`src/rtl/stream_pkg.sv`:
```
// Shared definitions for the stream-path blocks: counter widths, the flush
// state encoding and a level-width helper.
package stream_pkg;

  localparam int DROP_CNT_W = 16;

  typedef enum logic [0:0] {
    IDLE  = 1'b0,
    FLUSH = 1'b1
  } flush_state_e;

  // Bits needed to hold a fill level in 0..cap inclusive.
  function automatic int level_width(input int cap);
    return $clog2(cap + 1);
  endfunction

endpackage

```
`src/rtl/stream_gearbox.sv`:
```
// Bit-stream width converter: IN_WIDTH-bit words in, OUT_WIDTH-bit words out,
// through a CAP-bit shift buffer with zero-padded flush and optional drop-on-full.
module stream_gearbox
  import stream_pkg::*;
#(
  parameter int IN_WIDTH     = 2,
  parameter int OUT_WIDTH    = 1,
  parameter int CAP          = 8,
  parameter bit MSB_FIRST    = 1'b1,
  parameter bit DROP_ON_FULL = 1'b0
) (
  input  logic                  clk,
  input  logic                  rst_n,
  input  logic                  in_valid,
  input  logic [IN_WIDTH-1:0]   in_data,
  output logic                  in_ready,
  output logic                  out_valid,
  output logic [OUT_WIDTH-1:0]  out_data,
  input  logic                  out_ready,
  input  logic                  flush,
  output logic                  flushing,
  output logic [DROP_CNT_W-1:0] drop_count
);

  localparam int LVL_W = level_width(CAP);
  localparam logic [LVL_W-1:0] IN_W_L   = LVL_W'(IN_WIDTH);
  localparam logic [LVL_W-1:0] OUT_W_L  = LVL_W'(OUT_WIDTH);
  localparam logic [LVL_W-1:0] ROOM_MAX = LVL_W'(CAP - IN_WIDTH);

  if (CAP < IN_WIDTH + OUT_WIDTH) begin : g_bad_cap
    $error("stream_gearbox: CAP must be at least IN_WIDTH + OUT_WIDTH");
  end

  // Earliest bit lives at index 0; bits at and above level_q are always zero,
  // which makes the zero padding of a partial flush word free.
  logic [CAP-1:0]        bits_q, bits_d;
  logic [LVL_W-1:0]      level_q, level_d;
  flush_state_e          state_q, state_d;
  logic [DROP_CNT_W-1:0] drop_count_q, drop_count_d;

  logic                  flush_pending, room, accept_ok, store, drop, out_fire;
  logic [LVL_W-1:0]      rem, keep;
  logic [IN_WIDTH-1:0]   in_word;
  logic [CAP-1:0]        in_ext, shifted;

  genvar gi;
  for (gi = 0; gi < IN_WIDTH; gi++) begin : g_in_order
    if (MSB_FIRST) begin : g_msb
      assign in_word[gi] = in_data[IN_WIDTH-1-gi];
    end else begin : g_lsb
      assign in_word[gi] = in_data[gi];
    end
  end

  for (gi = 0; gi < OUT_WIDTH; gi++) begin : g_out_order
    if (MSB_FIRST) begin : g_msb
      assign out_data[gi] = bits_q[OUT_WIDTH-1-gi];
    end else begin : g_lsb
      assign out_data[gi] = bits_q[gi];
    end
  end

  assign in_ext        = {{(CAP-IN_WIDTH){1'b0}}, in_word};
  assign flush_pending = (state_q == FLUSH);
  assign room          = (level_q <= ROOM_MAX);
  assign accept_ok     = room & ~flush_pending;
  assign in_ready      = DROP_ON_FULL ? rst_n : (accept_ok & rst_n);
  assign store         = in_valid & rst_n & accept_ok;
  assign drop          = DROP_ON_FULL & in_valid & rst_n & ~accept_ok;
  assign out_valid     = (level_q >= OUT_W_L) | (flush_pending & (level_q != '0));
  assign out_fire      = out_valid & out_ready;
  assign flushing      = flush_pending;
  assign drop_count    = drop_count_q;

  always_comb begin
    rem = '0;
    if (out_fire) begin
      rem = (level_q < OUT_W_L) ? level_q : OUT_W_L;
    end
    keep    = level_q - rem;
    shifted = bits_q >> rem;
    bits_d  = shifted;
    level_d = keep;
    // Removal happens first so the new word lands right behind what is left.
    if (store) begin
      bits_d  = shifted | (in_ext << keep);
      level_d = keep + IN_W_L;
    end

    state_d = state_q;
    case (state_q)
      IDLE:    if (flush) state_d = FLUSH;
      FLUSH:   if (level_d == '0) state_d = IDLE;
      default: state_d = IDLE;
    endcase

    drop_count_d = drop_count_q;
    if (drop && (drop_count_q != '1)) begin
      drop_count_d = drop_count_q + 1'b1;
    end
  end

  always_ff @(posedge clk) begin
    if (!rst_n) begin
      bits_q       <= '0;
      level_q      <= '0;
      state_q      <= IDLE;
      drop_count_q <= '0;
    end else begin
      bits_q       <= bits_d;
      level_q      <= level_d;
      state_q      <= state_d;
      drop_count_q <= drop_count_d;
    end
  end

endmodule

```
`config.mk`:
```
export PLATFORM = sky130hd
export DESIGN_NAME = stream_gearbox
export DESIGN_NICKNAME = d
export VERILOG_FILES = /design/src/rtl/stream_pkg.sv /design/src/rtl/stream_gearbox.sv
export SDC_FILE = /design/constraint.sdc
export NUM_CORES = 1
export LEC_CHECK = 0
export ABC_AREA = 1
export CAP_MARGIN = 5
export CELL_PAD_IN_SITES_DETAIL_PLACEMENT = 2
export CELL_PAD_IN_SITES_GLOBAL_PLACEMENT = 2
export CORE_ASPECT_RATIO = 0.5
export CORE_MARGIN = 3
export CORE_UTILIZATION = 25
export CTS_CLUSTER_SIZE = 20
export DETAILED_ROUTE_END_ITERATION = 12
export PLACE_DENSITY = 0.78
export SETUP_SLACK_MARGIN = 0.4
export SYNTH_ARGS = -nofsm -noshare
export SYNTH_HDL_FRONTEND = slang
export SYNTH_SLANG_ARGS = --single-unit
```
`constraint.sdc`:
```
create_clock -name clk -period 2.4 [get_ports clk]
set_clock_uncertainty 0.05 [all_clocks]
set_input_delay 0.48 -clock clk [delete_from_list [all_inputs] [get_ports clk]]
set_output_delay 0.48 -clock clk [all_outputs]
set_load 0.03 [all_outputs]
```
==> out/metrics.cfg, run 1 <==
[hold_path]
hold_end = bits_q[2]$_SDFF_PN0_
hold_path.class = flop to flop
hold-path-cell-count = 2
worstHoldStart = bits_q[2]$_SDFF_PN0_

[floorplanning]
row_count = 15
die_w_um = 94.6
coreArea_um2 = 3600
start_util_pct = 27.3
top_level_ports = 27
die_area_um2 = 4760
die_h_um = 50.3

[clocking]
htreeDepth = 1
clk_path_buf_depth = 2
cts_root_buf = clkbuf_8
clk_latency_ns = 0.25
path_clk_slew_ns = 0.07
clock-sinks = 13
cts_tree = yes
cts_buffers = 3
cts_hold_buf = 0

[worst_setup_path]
reg2regPathDepth = 13
cp-start-kind = flop
r2r_end = flushing$_SDFF_PN0_
arrival_ns = 2.33
reg2reg_from = level_q[3]$_SDFF_PN0_
required_ns = 2.49
startpoint = level_q[3]$_SDFF_PN0_
criticalPathCategory = flop to flop
cp_max_fo = 3
end_kind = flop
ff2ff_setup_slack_ns = 0.16

[power]
ir_worst_vdd_mv = 0.315
power.switching_mw = 1.07
p_leak_nw = 0.638
swShare_pct = 49.8
pwr-share-clk_pct = 9.6
p_total_mw = 2.15
power.density_nw_per_um2 = 1520
p_int_mw = 1.08
power_frac_seq_pct = 15.9
comb_power_share_pct = 74.5

[routing]
vias = 1013
antenna_left = 0
via_per_inst = 4.40
drtIter0Drc = 40
dr.pass1.iters = 3
wire_per_inst_um = 15.4
drc = 0
finalWirelength_um = 3540

[synthesis]
ys_types = 25
seq_area_frac_synth_pct = 26.5
synth_area_um2 = 982
synth_top_area_share_pct = 26.5
syn_avg_cell_area_um2 = 6.92
ys.warnings.count = 0
synth.area.top_cells = dfxtp_1 26%, nand2_1 13%, buf_4 12%, a21oi_1 4.6%, nand3_1 4.6%
synth_ff_type = dfxtp_1
synth_edf_count = 0
async_reset_ff_share_pct = 0
yosysTopAreaCell = dfxtp_1
ys_ff_latch = 13
ys_top_cells_by_count = 33 x nand2_1, 16 x buf_4, 13 x dfxtp_1
synth.most_common_cell = nand2_1
syn-instance-count = 142

[timing]
whs_ns = 0.490
clock.fmax_mhz = 447
finalSetupViolCount = 0
setup_ws_ns = 0.163
rsz0062_at_grt = true
finalMaxSlewViolations = 0
min_period_ns = 2.24
period_share_pct = 93.2
tns_ns = 0
hold_viol = 0

[place]
place_hpwl_um = 2380
port_buffers = 10
place.gp.congestion = 0.802
dp_slack_ns = -0.327

[job]
drv_cap = 0

[global_routing]
grt_pass1_wl_um = 5310
overflow = 0
grt_pass1_vias = 1086
antenna_found_initial = 0
groute.usage.overall_pct = 14.6
grt_max_degree = 11

[cells_and_area]
drive_above_1_share_pct = 36.9
nNetsFinal = 191
area_delta_synth_final_pct = 43.4
antenna_cells = 0
n_fill_cell = 444

[outcome]
status = finished, final reports clean

## per-layer routing
layer	track usage, %	wire length [um]	up-vias
li1	-	-	492
met1	19.6	1760	493
met2	23.2	1650	24
met3	3.44	89	4
met4	4.55	31	0
met5	0	0	-
## worst max path at each step
| stage | endpoint | slack (ns) | depth (start not counted) |
|---|---|---|---|
| 2_1_floorplan | bits_q[7]$_SDFF_PN0_ | 0.59 | 14 |
| 3_3_place_gp | bits_q[6]$_SDFF_PN0_ | -0.29 | 12 |
| 3_5_place_dp | bits_q[6]$_SDFF_PN0_ | -0.33 | 12 |
| 4_1_cts | flushing$_SDFF_PN0_ | 0.33 | 14 |
| 5_1_grt | flushing$_SDFF_PN0_ | 0.05 | 13 |
| 6_report | flushing$_SDFF_PN0_ | 0.16 | 13 |
## critical path, cell delays in order (launching register included)
cell     delay (ns)
dfxtp_4        0.36
nor2_4         0.04
nand2_2        0.09
nand2_4        0.07
inv_4          0.06
ha_4           0.13
inv_4          0.04
fa_2           0.61
buf_4          0.15
nand4_1        0.12
nand2_1        0.14
nand2_1        0.10
nor2_1         0.13
nor2_1         0.05
## power by group through the flow
stage	Sequential [mW]	Clock, mW	Combinational [mW]
6_report	0.342	0.206	1.60
5_1_grt	0.355	0.225	1.74
4_1_cts	0.332	0.207	1.30
3_5_place_dp	0.347	0	1.12
3_3_place_gp	0.342	0	1.06
2_1_floorplan	0.338	0	0.754
## registers in the layout (all words and copies together), names as in the netlist
register and flops:
bits_q 8, flushing 1, level_q 4
## layout by cell type (no fill, tap or decap), types with 3 or more instances in the layout
master	n
buf_4	21
nor2_2	6
clkdlybuf4s50_1	7
nand2_2	7
a21oi_1	3
o21ai_1	6
nor2_4	4
o21ai_0	4
inv_1	7
nand3_1	9
conb_1	19
nand4_1	3
or2_0	4
a21oi_2	7
clkbuf_8	3
nor2_1	6
nand2_1	27
inv_4	5
dfxtp_1	9
## timing repair
action / in CTS / in global routing
pin swaps: 9 / 15
resized for setup: 17 / 21
buffers inserted: 8 / 7
endpoints found under the setup margin: 13 / 12
## per-stage QoR
step	instances	util [%]	instance area (um2)
2_1_floorplan	159	-	1060
3_3_place_gp	211	31.9	1150
3_5_place_dp	211	31.9	1150
4_1_cts	223	35.7	1290
5_1_grt	230	39.1	1410
6_report	230	39.1	1410
## cells by family (layout without fill, tap and decap cells)
family	Yosys count	after routing	synth area share (%)
muxes	2	2	2.04
and+or+nand+nor	70	70	36.0
adders and majority gates	4	4	5.86
AOI/OAI and AO/OA	20	20	10.6
buffers and inverters	31	51	18.2
other	2	19	0.765
DFF	13	13	26.5
## layout make-up
class	count	area (um2)	share of cell area [%]
Clock buffer	4	45.0	3.20
Sequential cell	13	270	19.2
Inverter	15	68.8	4.88
Multi-Input combinational cell	115	692	49.1
Timing Repair Buffer	32	269	19.1
Tap cell	51	63.8	4.53
Note: power is estimated with default switching activity, not from simulation.
==> run 2, diff against run 1 <==
--- a/config.mk
+++ b/config.mk
@@ -12,7 +12,6 @@
 export CORE_ASPECT_RATIO = 0.5
 export CORE_MARGIN = 3
 export CORE_UTILIZATION = 25
-export CTS_CLUSTER_SIZE = 20
 export DETAILED_ROUTE_END_ITERATION = 12
 export PLACE_DENSITY = 0.78
 export SETUP_SLACK_MARGIN = 0.4
==> results of run 2 <==
The final DEF is identical to that of run 1; final timing and power are the same.
==> run 3, diff against run 2 <==
--- a/config.mk
+++ b/config.mk
@@ -12,6 +12,7 @@
 export CORE_ASPECT_RATIO = 0.5
 export CORE_MARGIN = 3
 export CORE_UTILIZATION = 25
+export CTS_CLUSTER_DIAMETER = 50
 export DETAILED_ROUTE_END_ITERATION = 12
 export PLACE_DENSITY = 0.78
 export SETUP_SLACK_MARGIN = 0.4
==> results of run 3 <==
The final DEF is identical to that of run 1; final timing and power are the same.
